## src/rtl/dft_sequencer_if.sv

```systemverilog
// Control/status bundle between the direct-DFT sequencer and its datapath / AXI bridge.
interface dft_sequencer_if #(
  parameter int unsigned AW = 12
);
  logic          data_loaded;
  logic          abort;
  logic [AW-1:0] sample_num;
  logic          load_nCompute;
  logic [AW-1:0] ram_rd_adr;
  logic          cache_wr_en;
  logic [AW-1:0] cache_wr_adr;
  logic [AW-1:0] cache_rd_adr;
  logic [AW-1:0] tw_idx;
  logic          acc_ce;
  logic          acc_clr;
  logic          res_wr_en;
  logic [AW-1:0] res_wr_adr;
  logic          busy;
  logic          calc_end;
  logic          cfg_err;

  modport master (
    input  data_loaded, abort, sample_num,
    output load_nCompute, ram_rd_adr, cache_wr_en, cache_wr_adr, cache_rd_adr,
           tw_idx, acc_ce, acc_clr, res_wr_en, res_wr_adr, busy, calc_end, cfg_err
  );

  modport slave (
    output data_loaded, abort, sample_num,
    input  load_nCompute, ram_rd_adr, cache_wr_en, cache_wr_adr, cache_rd_adr,
           tw_idx, acc_ce, acc_clr, res_wr_en, res_wr_adr, busy, calc_end, cfg_err
  );
endinterface

```

## src/rtl/dft_sequencer.sv

```systemverilog
// Control FSM for the direct-DFT datapath: loads N samples RAM->cache, runs the k/n MAC loop,
// writes each X[k] back to RAM. RD_LAT and MAC_LAT must be at least 1.
module dft_sequencer #(
  parameter int unsigned AW      = 12,
  parameter int unsigned RD_LAT  = 1,
  parameter int unsigned MAC_LAT = 2
) (
  input  logic            clk,
  input  logic            nrst,
  dft_sequencer_if.master bus
);

  localparam int unsigned WAIT_MAX = (RD_LAT > MAC_LAT) ? RD_LAT : MAC_LAT;
  localparam int unsigned CW       = (WAIT_MAX > 1) ? $clog2(WAIT_MAX) : 1;
  localparam int unsigned CWA_W    = RD_LAT * AW;

  typedef enum logic [2:0] {
    S_IDLE  = 3'd0,
    S_LOAD  = 3'd1,
    S_FLUSH = 3'd2,
    S_MAC   = 3'd3,
    S_DRAIN = 3'd4,
    S_WRITE = 3'd5,
    S_DONE  = 3'd6
  } state_t;

  state_t          r_state, w_state;
  logic [AW-1:0]   r_num, w_num;
  logic [AW-1:0]   r_adr, w_adr;
  logic [AW-1:0]   r_n, w_n;
  logic [AW-1:0]   r_k, w_k;
  logic [AW-1:0]   r_tw, w_tw;
  logic [CW-1:0]   r_wait, w_wait;
  logic            r_rd_vld, w_rd_vld;
  logic            r_mac_vld, w_mac_vld;
  logic            r_mac_first, w_mac_first;
  logic            r_res_wr_en, w_res_wr_en;
  logic            r_calc_end, w_calc_end;
  logic            r_cfg_err, w_cfg_err;
  logic            r_busy, w_busy;
  logic            r_load_ncompute, w_load_ncompute;

  logic [RD_LAT-1:0]  r_cwr_vld_pipe;
  logic [CWA_W-1:0]   r_cwr_adr_pipe;
  logic [MAC_LAT-1:0] r_ce_pipe;
  logic [MAC_LAT-1:0] r_clr_pipe;

  logic [AW-1:0]   w_last;
  logic [AW:0]     w_tw_sum;
  logic [AW-1:0]   w_tw_next;

  // Running twiddle index: one wider than AW so tw+k cannot wrap before the compare with N.
  assign w_last    = r_num - AW'(1);
  assign w_tw_sum  = {1'b0, r_tw} + {1'b0, r_k};
  assign w_tw_next = (w_tw_sum >= {1'b0, r_num}) ? AW'(w_tw_sum - {1'b0, r_num})
                                                 : AW'(w_tw_sum);

  // Next-state and next-output logic
  always_comb begin
    w_state     = r_state;
    w_num       = r_num;
    w_adr       = r_adr;
    w_n         = r_n;
    w_k         = r_k;
    w_tw        = r_tw;
    w_wait      = r_wait;
    w_rd_vld    = 1'b0;
    w_mac_vld   = 1'b0;
    w_mac_first = 1'b0;
    w_res_wr_en = 1'b0;
    w_calc_end  = 1'b0;
    w_cfg_err   = 1'b0;

    unique case (r_state)
      S_IDLE: begin
        if (bus.data_loaded) begin
          w_num = bus.sample_num;
          if (bus.sample_num < AW'(2)) begin
            w_state    = S_DONE;
            w_calc_end = 1'b1;
            w_cfg_err  = 1'b1;
          end else begin
            w_state  = S_LOAD;
            w_adr    = '0;
            w_rd_vld = 1'b1;
          end
        end
      end
      S_LOAD: begin
        if (r_adr == w_last) begin
          w_state = S_FLUSH;
          w_wait  = '0;
        end else begin
          w_adr    = r_adr + AW'(1);
          w_rd_vld = 1'b1;
        end
      end
      S_FLUSH: begin
        if (r_wait == CW'(RD_LAT - 1)) begin
          w_state     = S_MAC;
          w_k         = '0;
          w_n         = '0;
          w_tw        = '0;
          w_mac_vld   = 1'b1;
          w_mac_first = 1'b1;
        end else begin
          w_wait = r_wait + CW'(1);
        end
      end
      S_MAC: begin
        if (r_n == w_last) begin
          w_state = S_DRAIN;
          w_wait  = '0;
        end else begin
          w_n       = r_n + AW'(1);
          w_tw      = w_tw_next;
          w_mac_vld = 1'b1;
        end
      end
      S_DRAIN: begin
        if (r_wait == CW'(MAC_LAT - 1)) begin
          w_state     = S_WRITE;
          w_res_wr_en = 1'b1;
        end else begin
          w_wait = r_wait + CW'(1);
        end
      end
      S_WRITE: begin
        if (r_k == w_last) begin
          w_state    = S_DONE;
          w_calc_end = 1'b1;
        end else begin
          w_state     = S_MAC;
          w_k         = r_k + AW'(1);
          w_n         = '0;
          w_tw        = '0;
          w_mac_vld   = 1'b1;
          w_mac_first = 1'b1;
        end
      end
      S_DONE:  w_state = S_IDLE;
      default: w_state = S_IDLE;
    endcase

    // Abort overrides every transition, including a simultaneous start
    if (bus.abort) begin
      w_state     = S_IDLE;
      w_adr       = '0;
      w_n         = '0;
      w_k         = '0;
      w_tw        = '0;
      w_wait      = '0;
      w_rd_vld    = 1'b0;
      w_mac_vld   = 1'b0;
      w_mac_first = 1'b0;
      w_res_wr_en = 1'b0;
      w_calc_end  = 1'b0;
      w_cfg_err   = 1'b0;
    end

    w_busy          = (w_state != S_IDLE);
    w_load_ncompute = !((w_state inside {S_MAC, S_DRAIN, S_WRITE}) ||
                        ((w_state == S_DONE) && !w_cfg_err));
  end

  // State, counters and registered outputs
  always_ff @(posedge clk or negedge nrst) begin
    if (!nrst) begin
      r_state         <= S_IDLE;
      r_num           <= '0;
      r_adr           <= '0;
      r_n             <= '0;
      r_k             <= '0;
      r_tw            <= '0;
      r_wait          <= '0;
      r_rd_vld        <= 1'b0;
      r_mac_vld       <= 1'b0;
      r_mac_first     <= 1'b0;
      r_res_wr_en     <= 1'b0;
      r_calc_end      <= 1'b0;
      r_cfg_err       <= 1'b0;
      r_busy          <= 1'b0;
      r_load_ncompute <= 1'b1;
    end else begin
      r_state         <= w_state;
      r_num           <= w_num;
      r_adr           <= w_adr;
      r_n             <= w_n;
      r_k             <= w_k;
      r_tw            <= w_tw;
      r_wait          <= w_wait;
      r_rd_vld        <= w_rd_vld;
      r_mac_vld       <= w_mac_vld;
      r_mac_first     <= w_mac_first;
      r_res_wr_en     <= w_res_wr_en;
      r_calc_end      <= w_calc_end;
      r_cfg_err       <= w_cfg_err;
      r_busy          <= w_busy;
      r_load_ncompute <= w_load_ncompute;
    end
  end

  // Latency-matching pipes: RAM read -> cache write, cache read -> accumulator input
  always_ff @(posedge clk or negedge nrst) begin
    if (!nrst) begin
      r_cwr_vld_pipe <= '0;
      r_cwr_adr_pipe <= '0;
      r_ce_pipe      <= '0;
      r_clr_pipe     <= '0;
    end else if (bus.abort) begin
      r_cwr_vld_pipe <= '0;
      r_cwr_adr_pipe <= '0;
      r_ce_pipe      <= '0;
      r_clr_pipe     <= '0;
    end else begin
      r_cwr_vld_pipe <= (r_cwr_vld_pipe << 1) | RD_LAT'(r_rd_vld);
      r_cwr_adr_pipe <= (r_cwr_adr_pipe << AW) | CWA_W'(r_adr);
      r_ce_pipe      <= (r_ce_pipe << 1) | MAC_LAT'(r_mac_vld);
      r_clr_pipe     <= (r_clr_pipe << 1) | MAC_LAT'(r_mac_vld & r_mac_first);
    end
  end

  assign bus.load_nCompute = r_load_ncompute;
  assign bus.ram_rd_adr    = r_adr;
  assign bus.cache_wr_en   = r_cwr_vld_pipe[RD_LAT-1];
  assign bus.cache_wr_adr  = r_cwr_adr_pipe[CWA_W-1 -: AW];
  assign bus.cache_rd_adr  = r_n;
  assign bus.tw_idx        = r_tw;
  assign bus.acc_ce        = r_ce_pipe[MAC_LAT-1];
  assign bus.acc_clr       = r_clr_pipe[MAC_LAT-1];
  assign bus.res_wr_en     = r_res_wr_en;
  assign bus.res_wr_adr    = r_k;
  assign bus.busy          = r_busy;
  assign bus.calc_end      = r_calc_end;
  assign bus.cfg_err       = r_cfg_err;

endmodule

```

## src/flat_wrapper.sv

```systemverilog
// flat-port wrapper written by rule: the top's interface ports become plain ports
module dft_sequencer_flat 
#(
  parameter int unsigned AW      = 12,
  parameter int unsigned RD_LAT  = 1,
  parameter int unsigned MAC_LAT = 2
)
  (clk, nrst, bus_data_loaded, bus_abort, bus_sample_num, bus_load_nCompute, bus_ram_rd_adr, bus_cache_wr_en, bus_cache_wr_adr, bus_cache_rd_adr, bus_tw_idx, bus_acc_ce, bus_acc_clr, bus_res_wr_en, bus_res_wr_adr, bus_busy, bus_calc_end, bus_cfg_err);
  dft_sequencer_if #(.AW(AW)) bus_i ();
  input  logic clk;
  input  logic nrst;
  input wire logic [$bits(bus_i.data_loaded)-1:0] bus_data_loaded;
  input wire logic [$bits(bus_i.abort)-1:0] bus_abort;
  input wire logic [$bits(bus_i.sample_num)-1:0] bus_sample_num;
  output wire logic [$bits(bus_i.load_nCompute)-1:0] bus_load_nCompute;
  output wire logic [$bits(bus_i.ram_rd_adr)-1:0] bus_ram_rd_adr;
  output wire logic [$bits(bus_i.cache_wr_en)-1:0] bus_cache_wr_en;
  output wire logic [$bits(bus_i.cache_wr_adr)-1:0] bus_cache_wr_adr;
  output wire logic [$bits(bus_i.cache_rd_adr)-1:0] bus_cache_rd_adr;
  output wire logic [$bits(bus_i.tw_idx)-1:0] bus_tw_idx;
  output wire logic [$bits(bus_i.acc_ce)-1:0] bus_acc_ce;
  output wire logic [$bits(bus_i.acc_clr)-1:0] bus_acc_clr;
  output wire logic [$bits(bus_i.res_wr_en)-1:0] bus_res_wr_en;
  output wire logic [$bits(bus_i.res_wr_adr)-1:0] bus_res_wr_adr;
  output wire logic [$bits(bus_i.busy)-1:0] bus_busy;
  output wire logic [$bits(bus_i.calc_end)-1:0] bus_calc_end;
  output wire logic [$bits(bus_i.cfg_err)-1:0] bus_cfg_err;
  assign bus_i.data_loaded = bus_data_loaded;
  assign bus_i.abort = bus_abort;
  assign bus_i.sample_num = bus_sample_num;
  assign bus_load_nCompute = bus_i.load_nCompute;
  assign bus_ram_rd_adr = bus_i.ram_rd_adr;
  assign bus_cache_wr_en = bus_i.cache_wr_en;
  assign bus_cache_wr_adr = bus_i.cache_wr_adr;
  assign bus_cache_rd_adr = bus_i.cache_rd_adr;
  assign bus_tw_idx = bus_i.tw_idx;
  assign bus_acc_ce = bus_i.acc_ce;
  assign bus_acc_clr = bus_i.acc_clr;
  assign bus_res_wr_en = bus_i.res_wr_en;
  assign bus_res_wr_adr = bus_i.res_wr_adr;
  assign bus_busy = bus_i.busy;
  assign bus_calc_end = bus_i.calc_end;
  assign bus_cfg_err = bus_i.cfg_err;
  dft_sequencer #(.AW(AW), .RD_LAT(RD_LAT), .MAC_LAT(MAC_LAT)) u_core (.clk(clk), .nrst(nrst), .bus(bus_i));
endmodule
```

## config.mk

```make
export PLATFORM = sky130hd
export DESIGN_NAME = dft_sequencer_flat
export DESIGN_NICKNAME = d
export VERILOG_FILES = /design/src/rtl/dft_sequencer_if.sv /design/src/rtl/dft_sequencer.sv /design/src/flat_wrapper.sv
export SDC_FILE = /design/constraint.sdc
export NUM_CORES = 1
export LEC_CHECK = 0
export BUFFER_PORTS_ARGS = -buffer_cell sky130_fd_sc_hd__buf_2
export CORE_ASPECT_RATIO = 0.75
export CORE_MARGIN = 5
export CORE_UTILIZATION = 53
export DETAILED_ROUTE_END_ITERATION = 8
export HOLD_SLACK_MARGIN = 0.12
export PLACE_DENSITY_LB_ADDON = 0.1
export SYNTH_ARGS = -nofsm -noshare
export SYNTH_HDL_FRONTEND = slang
export SYNTH_SLANG_ARGS = --single-unit
export TNS_END_PERCENT = 5
```

## constraint.sdc

```tcl
create_clock -name clk -period 3.55 [get_ports clk]
set_input_delay 0.71 -clock clk [delete_from_list [all_inputs] [get_ports clk]]
set_output_delay 0.71 -clock clk [all_outputs]
set_load 0.03 [all_outputs]
```

==> results of run 1 <==
-- how the worst max path moves through the flow --
stage / start / end / cells past startpoint
final: u_core.bus.tw_idx[0] / u_core.bus.tw_idx[6] / 15
after global routing: u_core.bus.tw_idx[0] / u_core.bus.tw_idx[3] / 19
after global placement: u_core.bus.res_wr_adr[1] / u_core.bus.tw_idx[4] / 17
after CTS: u_core.bus.res_wr_adr[1] / u_core.bus.tw_idx[4] / 18
after detailed placement: u_core.bus.tw_idx[0] / u_core.bus.tw_idx[2] / 17
after floorplan: u_core.bus.res_wr_adr[0] / u_core.bus.tw_idx[10] / 16
-- layer usage --
metal | vias up | wire, um | part of all wire
met5 | - | 0 | 0
met4 | 0 | 262 | 0.013
met3 | 34 | 1890 | 0.097
met2 | 273 | 7870 | 0.40
met1 | 2847 | 9420 | 0.48
li1 | 2733 | - | -
-- kinds of logic after synthesis --
family,after synthesis,synth area share
AOI/OAI and AO/OA,162,0.179
xor gates and xnor gates,63,0.101
adders and majority gates,30,0.0635
buffers and inverters,72,0.0462
DFF,89,0.363
muxes,12,0.0198
and+or+nand+nor,265,0.228
-- synth_stat cells, drive strengths merged, types with 12 or more instances --
cell,count
a21oi,27
a31oi,14
xor2,14
inv,42
ha,28
and3,13
nor2b,24
o22ai,12
nand2,48
nor3,26
nor2,65
dfrtp,88
o21ai,45
xnor2,44
nand3,19
clkbuf,21
-- worst register-to-register path: cells and delay by family (launching register included) --
family                     cells  cell delay (ns)
buffers and inverters          3             0.40
and+or+nand+nor                2             0.54
adders and majority gates      3             0.76
muxes                          1             0.20
DFF                            1             0.40
AOI/OAI and AO/OA              6             1.12
-- power groups by stage --
stage | Sequential (uW) | Clock [uW] | Combinational, uW
finish | 1090 | 913 | 566
floorplan | 1080 | 0 | 368
global placement | 1100 | 0 | 526
CTS | 1080 | 930 | 544
detailed placement | 1100 | 0 | 534
global route | 1090 | 977 | 612
-- sequential cells by signal, indices dropped and copies added, names as in the netlist --
name	cells
u_core.bus.cache_rd_adr	12
u_core.bus.cache_wr_adr	12
u_core.bus.ram_rd_adr	12
u_core.bus.res_wr_adr	12
u_core.bus.tw_idx	12
u_core.r_num	12
u_core.r_state	3
u_core.r_ce_pipe	2
u_core.r_clr_pipe	2
u_core.bus.busy	1
u_core.bus.cache_wr_en	1
u_core.bus.calc_end	1
u_core.bus.cfg_err	1
u_core.bus.load_nCompute	1
u_core.bus.res_wr_en	1
u_core.r_mac_first	1
u_core.r_mac_vld	1
u_core.r_rd_vld	1
u_core.r_wait	1
-- what timing repair did --
action | in CTS | in global routing
endpoints found under the setup margin | 7 | 14
cloned | 0 | 1
gates resized for setup | 1 | 27
buffers inserted | 3 | 4
pin swaps | 5 | 7
-- through the flow --
| step | hold WS (ns) | worst slack, ns | cell area, um^2 |
|---|---|---|---|
| floorplan | 0.414 | 0.00360 | 6140 |
| global placement | 0.438 | 0.105 | 6980 |
| detailed placement | 0.448 | -0.0103 | 6980 |
| CTS | 0.453 | 0.0109 | 7280 |
| global route | 0.472 | -0.155 | 7450 |
| finish | 0.447 | -0.00196 | 7450 |
-- area by class of cell --
type	count	area, um^2
sequential	89	2230
timing repair buffer	138	842
clock inverter	6	50.0
multi-input combinational	532	3760
inverter	43	161
clock buffer	10	229
tap	144	180
fill	987	4040
==> flow_summary_export.csv, run 1 <==
group,metric,value,unit
logic_synthesis,synth_fp_nets,739,
clocking,worstSkewPairLatency,0.35,ns
place,gp_congestion,0.952,
global_route,gr-total-overflow,0,
hold_path,min_to,"u_core.r_clr_pipe[0]",
power,seq_power_share,0.423,
logic_synthesis,synth_edf_count,0,
setup_path,worstPathArrival,3.78,ns
clocking,clock-sinks,89,
global_route,use_met2,0.403,
die,core,11500,um^2
logic_synthesis,yosys.cell_types.count,75,
sta,min_period_over_period,1.00,
setup_path,path_cells,"ha_4, inv_1, fa_2, nor2b_2, o31a_1, buf_4, a21oi_1, ha_2, or3_1, o211ai_1, a31oi_4, a21oi_4, buf_4, mux2i_1, o22ai_1",
setup_path,max_stage_delay,0.40,ns
finish,n_antenna_cell,0,
drt,wirelength,19.4,mm
die,rows,34,
logic_synthesis,synth_area_leader_cell,"dfrtp_1",
setup_path,crit_family,"compound AO/OA/AOI/OAI gates",
run_status,failed_checks,"negative setup slack",
setup_path,crit_fanout,8,
setup_path,endpoint_kind,"register",
clocking,root_buffer,"clkbuf_16",
setup_path,cp_common_cell,"buf_4",
logic_synthesis,ys_seq_elements,89,
clocking,htreeDepth,3,
logic_synthesis,async_flop_share,1.00,
sta,fin_crit,3.55,ns
logic_synthesis,synth.top_cell.area_share,0.358,
sta,worstMarginPinSlew,0.906,ns
logic_synthesis,synth.avg_cell_area,8.87,um^2
power,cellPowerDensity,344,nW/um^2
power,power.share.clock,0.356,
clocking,numCtsBuffers,9,
power,ir_drop,0.234,mV
finish,layout-drive-gt1-share,0.236,
hold_path,hold_path_class,"register to register",
sta,clock_skew,0.00935,ns
sta,relSlewSlack,0.396,
drt,drt_first_pass_iters,6,
clocking,cts_tree,"built",
finish,final_nets,859,
setup_path,reg2reg_slack,-0.002,ns
logic_synthesis,yosysSeqAreaShare,0.363,
hold_path,min_path_cells,1,
sta,grt_setup_unrepaired,"true",
setup_path,crit_type,"register to register",
die,start_util,0.535,
sta,finalSetupViolations,1,
power,power,2570,uW
setup_path,critPathBufInv,3,
logic_synthesis,synth_cells,693,
global_route,grt_usage,0.283,
power,p_leak,0.00356,uW
global_route,grt_max_degree,73,
global_route,grt_pass1_wl,30.1,mm
flow_run,cap_viol_max_count,0,
hold_path,min_from,"u_core.r_mac_first",
global_route,grt_antenna_before_repair,0,
setup_path,crit_slowest_cell,"dfrtp_1",
place,portBuffers,83,
setup_path,r2r_cells,15,
setup_path,r2r-start,"u_core.bus.tw_idx[0]",
finish,area_delta_synth_final,21.2,%
sta,hold_viol,0,
logic_synthesis,synth_area_leaders,"dfrtp_1 (36%), xnor2_1 (6.3%), ha_1 (5.7%)",
power,p_switching,812,uW
clocking,clk_pin_slew_worst_paths,0.07,ns
drt,initialDrtViolationCount,523,
setup_path,cp.required,3.78,ns
die,ios,84,
sta,fmax,282,MHz
clocking,clk_path_buf_depth,2,
finish,post-route-util,0.648,
finish,mostFrequentLayoutCell,"dfrtp_1",
sta,worst_slack,-0.00196,ns
finish,mostFrequentLayoutCells,"dfrtp_1 (88), buf_2 (82), nor2_1 (64)",
global_route,grt_pass1_vias,5490,
sta,slew_viol_final,0,
global_route,busiest_layer,"met1",
drt,wl_per_cell,20.2,um
global_route,grt_use_met3,0.0667,
setup_path,start_kind,"register",
clocking,holdBufCountCts,0,
logic_synthesis,yosys_warnings,0,
logic_synthesis,syn_area,6140,um^2
logic_synthesis,synth_flop_cell,"dfrtp_1",
power,power.share.switching,0.317,
drt,drtAntennaViolNets,0,
die,die_w,134,um
drt,vias_per_cell,6.12,
power,intPower,1750,uW
run_status,status,"finished with violations",
finish,final_cell_count_no_fill,962,
drt,num_vias,5887,
setup_path,r2r-end,"u_core.bus.tw_idx[6]",
sta,setup_tns,-0.00196,ns
global_route,use_met1,0.437,
die,fp.dieArea,13900,um^2
die,die_y,103,um
place,place_inst,938,
power,pwr-share-comb,0.221,
drt,drc_errors,0,
place,dpl.hpwl,14.7,mm
Note: power is estimated with default switching activity, not from simulation.
==> run 2, diff against run 1 <==
--- a/config.mk
+++ b/config.mk
@@ -7,11 +7,11 @@
 export LEC_CHECK = 0
 export BUFFER_PORTS_ARGS = -buffer_cell sky130_fd_sc_hd__buf_2
 export CORE_ASPECT_RATIO = 0.75
-export CORE_MARGIN = 5
+export CORE_MARGIN = 2
 export CORE_UTILIZATION = 53
 export DETAILED_ROUTE_END_ITERATION = 8
 export HOLD_SLACK_MARGIN = 0.12
-export PLACE_DENSITY_LB_ADDON = 0.1
+export PLACE_DENSITY = 0.77
 export SYNTH_ARGS = -nofsm -noshare
 export SYNTH_HDL_FRONTEND = slang
 export SYNTH_SLANG_ARGS = --single-unit
==> flow_summary_export.csv, run 2 (synthesized netlist as in run 1, its figures left out) <==
group,metric,value,unit
run_status,status,"completed",
setup_path,crit_type,"register to register",
setup_path,cp.depth,16,
drt,drc_errors,0,
drt,num_vias,5811,
clocking,root_buffer,"clkbuf_16",
global_route,grt_pass1_vias,5566,
clocking,worstSkewPairLatency,0.35,ns
setup_path,worstPathArrival,3.77,ns
drt,initialDrtViolationCount,715,
place,portBuffers,83,
clocking,cts_tree,"built",
hold_path,hold_path_class,"input port to asynchronous set/reset pin",
place,gp_congestion,0.971,
place,dpl.hpwl,14.3,mm
global_route,grt_max_degree,40,
setup_path,crit_slowest_cell,"o41ai_2",
die,fp.dieArea,12500,um^2
sta,hold_viol,0,
setup_path,crit_family,"compound AO/OA/AOI/OAI gates",
sta,min_period_over_period,0.998,
finish,fillCellCount,993,
sta,fmax,282,MHz
power,p_leak,0.00356,uW
flow_run,cap_viol_max_count,0,
setup_path,start_kind,"register",
die,rows,34,
setup_path,crit_fanout,5,
drt,drtAntennaViolNets,0,
sta,grt_setup_unrepaired,"true",
finish,n_antenna_cell,0,
clocking,clk_path_buf_depth,2,
finish,mostFrequentLayoutCell,"dfrtp_1",
setup_path,endpoint_kind,"register",
die,die_y,97.3,um
setup_path,r2r_cells,16,
finish,post-route-util,0.649,
power,ir_drop,0.230,mV
power,cellPowerDensity,355,nW/um^2
clocking,clk_pin_slew_worst_paths,0.07,ns
sta,slew_viol_final,0,
setup_path,max_stage_delay,0.40,ns
die,start_util,0.537,
clocking,holdBufCountCts,0,
sta,fin_crit,3.54,ns
clocking,clock-sinks,89,
place,place_worst_setup_slack,-0.0866,ns
sta,setup_tns,0,ns
setup_path,cp_common_cell,"nor2_1",
drt,wirelength,18.6,mm
global_route,grt_pass1_wl,29.4,mm
global_route,grt_antenna_before_repair,0,
global_route,grt_usage,0.304,
finish,area_delta_synth_final,20.9,%
drt,drt_first_pass_iters,6,
sta,worst_slack,0.00784,ns
finish,final_nets,856,
setup_path,critPathBufInv,1,
drt,wl_per_cell,19.4,um
die,core,11400,um^2
sta,clock_skew,0.00608,ns
sta,relSlewSlack,0.599,
setup_path,path_cells,"ha_1, a211oi_2, nor2_1, o41ai_2, o21ai_1, nor2_1, xnor2_1, ha_1, nand2_1, nor2_1, o211ai_1, a31oi_1, a21oi_2, buf_4, mux2i_1, o22ai_1",
die,ios,84,
power,power,2640,uW
sta,worstMarginPinSlew,0.597,ns
finish,layout-drive-gt1-share,0.232,
sta,finalSetupViolations,0,
setup_path,cp.required,3.78,ns
finish,mostFrequentLayoutCells,"dfrtp_1 (88), buf_2 (82), nor2_1 (65)",
die,die_w,128,um
clocking,htreeDepth,3,
global_route,gr-total-overflow,0,
drt,vias_per_cell,6.06,
clocking,numCtsBuffers,9,
## run 2: layer usage
layer	vias to the layer above	part of all wire	GRT usage
li1	2719	-	-
met1	2795	0.46	0.457
met5	-	0	0
met3	35	0.10	0.0859
met2	262	0.42	0.427
met4	0	0.017	0.0854
## run 2: area by class of cell
class | instances | area, um^2 | area share
multi-input cells | 532 | 3740 | 0.504
flip-flops and latches | 89 | 2230 | 0.300
inverters | 43 | 161 | 0.0217
well taps | 144 | 180 | 0.0242
repair buffers | 135 | 816 | 0.110
clock inverters | 6 | 72.6 | 0.00977
clock buffers | 10 | 229 | 0.0308
## run 2: worst register-to-register path: stages, from the launching register on
cell and delay [ns]:
dfrtp_1 0.38, ha_1 0.34, a211oi_2 0.25, nor2_1 0.10, o41ai_2 0.40, o21ai_1 0.18
nor2_1 0.15, xnor2_1 0.19, ha_1 0.32, nand2_1 0.12, nor2_1 0.06, o211ai_1 0.11
a31oi_1 0.14, a21oi_2 0.17, buf_4 0.17, mux2i_1 0.25, o22ai_1 0.10
## run 2: stage by stage
step           area [um^2]  hold slack (ns)  cells
3_3_place_gp          6970            0.439    937
3_5_place_dp          6970            0.449    937
4_1_cts               7310            0.213    954
2_1_floorplan         6140            0.414    693
6_report              7430            0.213    959
5_1_grt               7430            0.222    959
## run 2: path summary, 6_finish.rpt
check                                               from  slack, ns                    endpoint
worst min-delay path                                nrst       0.21  u_core.bus.cache_rd_adr[8]
worst min register to register       u_core.r_ce_pipe[0]       0.46         u_core.r_ce_pipe[1]
worst max-delay path            u_core.bus.res_wr_adr[1]      0.008       u_core.bus.tw_idx[11]
max in group asynchronous                           nrst       2.55    u_core.bus.load_nCompute
min in group clk                     u_core.r_ce_pipe[0]       0.46         u_core.r_ce_pipe[1]
worst max register to register  u_core.bus.res_wr_adr[1]      0.008       u_core.bus.tw_idx[11]
## run 2: power breakdown
group / switching (uW) / total, uW / internal, uW
clock: 433 / 989 / 556
combinational: 341 / 572 / 232
sequential: 37.7 / 1080 / 1040
total: 811 / 2640 / 1830
## run 2: repair_timing
| action | in CTS | in global routing |
|---|---|---|
| setup endpoints to repair | 12 | 28 |
| gates cloned | 0 | 0 |
| pin swaps | 2 | 11 |
| endpoints found under the hold margin | 0 | 0 |
| resized for setup | 3 | 19 |
| setup buffers | 1 | 5 |
==> run 3, diff against run 2 <==
--- a/config.mk
+++ b/config.mk
@@ -8,10 +8,11 @@
 export BUFFER_PORTS_ARGS = -buffer_cell sky130_fd_sc_hd__buf_2
 export CORE_ASPECT_RATIO = 0.75
 export CORE_MARGIN = 2
-export CORE_UTILIZATION = 53
+export CORE_UTILIZATION = 54
+export CTS_BUF_LIST = sky130_fd_sc_hd__clkbuf_4
 export DETAILED_ROUTE_END_ITERATION = 8
 export HOLD_SLACK_MARGIN = 0.12
-export PLACE_DENSITY = 0.77
+export PLACE_DENSITY = 0.79
 export SYNTH_ARGS = -nofsm -noshare
 export SYNTH_HDL_FRONTEND = slang
 export SYNTH_SLANG_ARGS = --single-unit
==> flow_summary_export.csv, run 3 (synthesized netlist as in run 1, its figures left out) <==
group,metric,value,unit
finish,fillCellCount,942,
finish,area_delta_synth_final,19.6,%
place,place_area,6980,um^2
drt,vias_per_cell,6.02,
flow_run,cap_viol_max_count,0,
global_route,grt_usage,0.306,
setup_path,cp.required,3.93,ns
finish,final_nets,863,
sta,relSlewSlack,0.498,
setup_path,start_kind,"register",
setup_path,critPathBufInv,2,
setup_path,crit_family,"compound AO/OA/AOI/OAI gates",
global_route,grt_max_degree,44,
finish,post-route-util,0.667,
setup_path,endpoint_kind,"register",
clocking,cts_tree,"built",
drt,num_vias,5796,
clocking,root_buffer,"clkbuf_4",
die,rows,33,
power,cellPowerDensity,316,nW/um^2
sta,clock_skew,0.0233,ns
drt,drtAntennaViolNets,0,
drt,wirelength,18.5,mm
power,power,2320,uW
setup_path,path_cells,"ha_4, inv_1, fa_2, nor2b_2, o31a_1, o211ai_1, nand3b_1, xor2_1, ha_1, nand3_1, o31a_1, a31oi_2, a21oi_2, buf_4, o31a_1, o22ai_1",
global_route,grt_antenna_before_repair,0,
power,p_leak,0.00355,uW
drt,drt_first_pass_iters,5,
setup_path,crit_fanout,6,
run_status,status,"completed",
place,gp_congestion,0.966,
finish,post-route-cell-area,7350,um^2
finish,mostFrequentLayoutCell,"dfrtp_1",
setup_path,crit_slowest_cell,"dfrtp_1",
hold_path,hold_path_class,"input port to asynchronous set/reset pin",
setup_path,crit_type,"register to register",
place,portBuffers,83,
die,die_w,127,um
clocking,worstSkewPairLatency,0.47,ns
sta,holdWs,0.193,ns
drt,drc_errors,0,
clocking,numCtsBuffers,9,
global_route,grt_pass1_vias,5390,
sta,slew_viol_final,0,
sta,setup_tns,0,ns
die,start_util,0.557,
drt,wl_per_cell,19.2,um
finish,mostFrequentLayoutCells,"dfrtp_1 (88), buf_2 (82), nor2_1 (62)",
sta,fmax,286,MHz
clocking,clk_pin_slew_worst_paths,0.16,ns
drt,initialDrtViolationCount,456,
sta,min_period_over_period,0.985,
global_route,gr-total-overflow,0,
sta,fin_crit,3.50,ns
global_route,grt_pass1_wl,28.7,mm
setup_path,cp_common_cell,"o31a_1",
setup_path,max_stage_delay,0.46,ns
sta,finalSetupViolations,0,
sta,hold_viol,0,
sta,grt_setup_unrepaired,"true",
clocking,htreeDepth,3,
clocking,clock-sinks,89,
die,fp.dieArea,12300,um^2
place,dpl.hpwl,14.2,mm
power,ir_drop,0.197,mV
die,die_y,96.4,um
setup_path,worstPathArrival,3.88,ns
clocking,clk_path_buf_depth,2,
die,core,11000,um^2
finish,n_antenna_cell,0,
die,ios,84,
finish,layout-drive-gt1-share,0.247,
sta,worstMarginPinSlew,0.748,ns
==> run 3: repair_timing <==
action | CTS | global route
endpoints found under the setup margin | 1 | 15
gates resized for setup | 0 | 28
hold buffers | 0 | 0
buffers inserted | 4 | 7
pin swaps | 4 | 17
==> run 3: area by class of cell <==
type                       count  area (um^2)  share of cell area
multi-input combinational    532         3750               0.511
timing repair buffer         142          865               0.118
inverter                      43          161              0.0220
clock inverter                 7         98.8              0.0134
clock buffer                   9         67.6             0.00919
tap                          140          175              0.0238
sequential                    89         2230               0.303
==> run 3: per-stage QoR <==
step / std cells / setup slack, ns
finish: 962 / 0.0528
global route: 962 / -0.160
CTS: 955 / 0.00180
detailed placement: 935 / 0.0291
global placement: 935 / 0.141
floorplan: 693 / 0.00360
==> run 3: where the power goes <==
part	internal, uW	switching, uW
Sequential	1040	42.7
Clock	292	387
Combinational	228	333
Total	1560	763
==> run 3: final timing paths <==
check                           cells past startpoint                         end                 start  slack, ns
worst max-delay path                               16       u_core.bus.tw_idx[10]  u_core.bus.tw_idx[0]       0.05
worst min-delay path                                1  u_core.bus.cache_rd_adr[8]                  nrst       0.19
worst max register to register                     16       u_core.bus.tw_idx[10]  u_core.bus.tw_idx[0]       0.05
worst min register to register                      1        u_core.r_clr_pipe[1]  u_core.r_clr_pipe[0]       0.48
max in group asynchronous                           2        u_core.bus.tw_idx[7]                  nrst       2.57
min in group clk                                    1        u_core.r_clr_pipe[1]  u_core.r_clr_pipe[0]       0.48
==> run 3: routing by layer <==
layer,vias to the layer above,share of wire,global-route usage
met5,-,0,0.0210
met4,0,0.0090,0.0696
met3,18,0.098,0.0765
met2,263,0.42,0.442
met1,2772,0.47,0.461
li1,2743,-,-
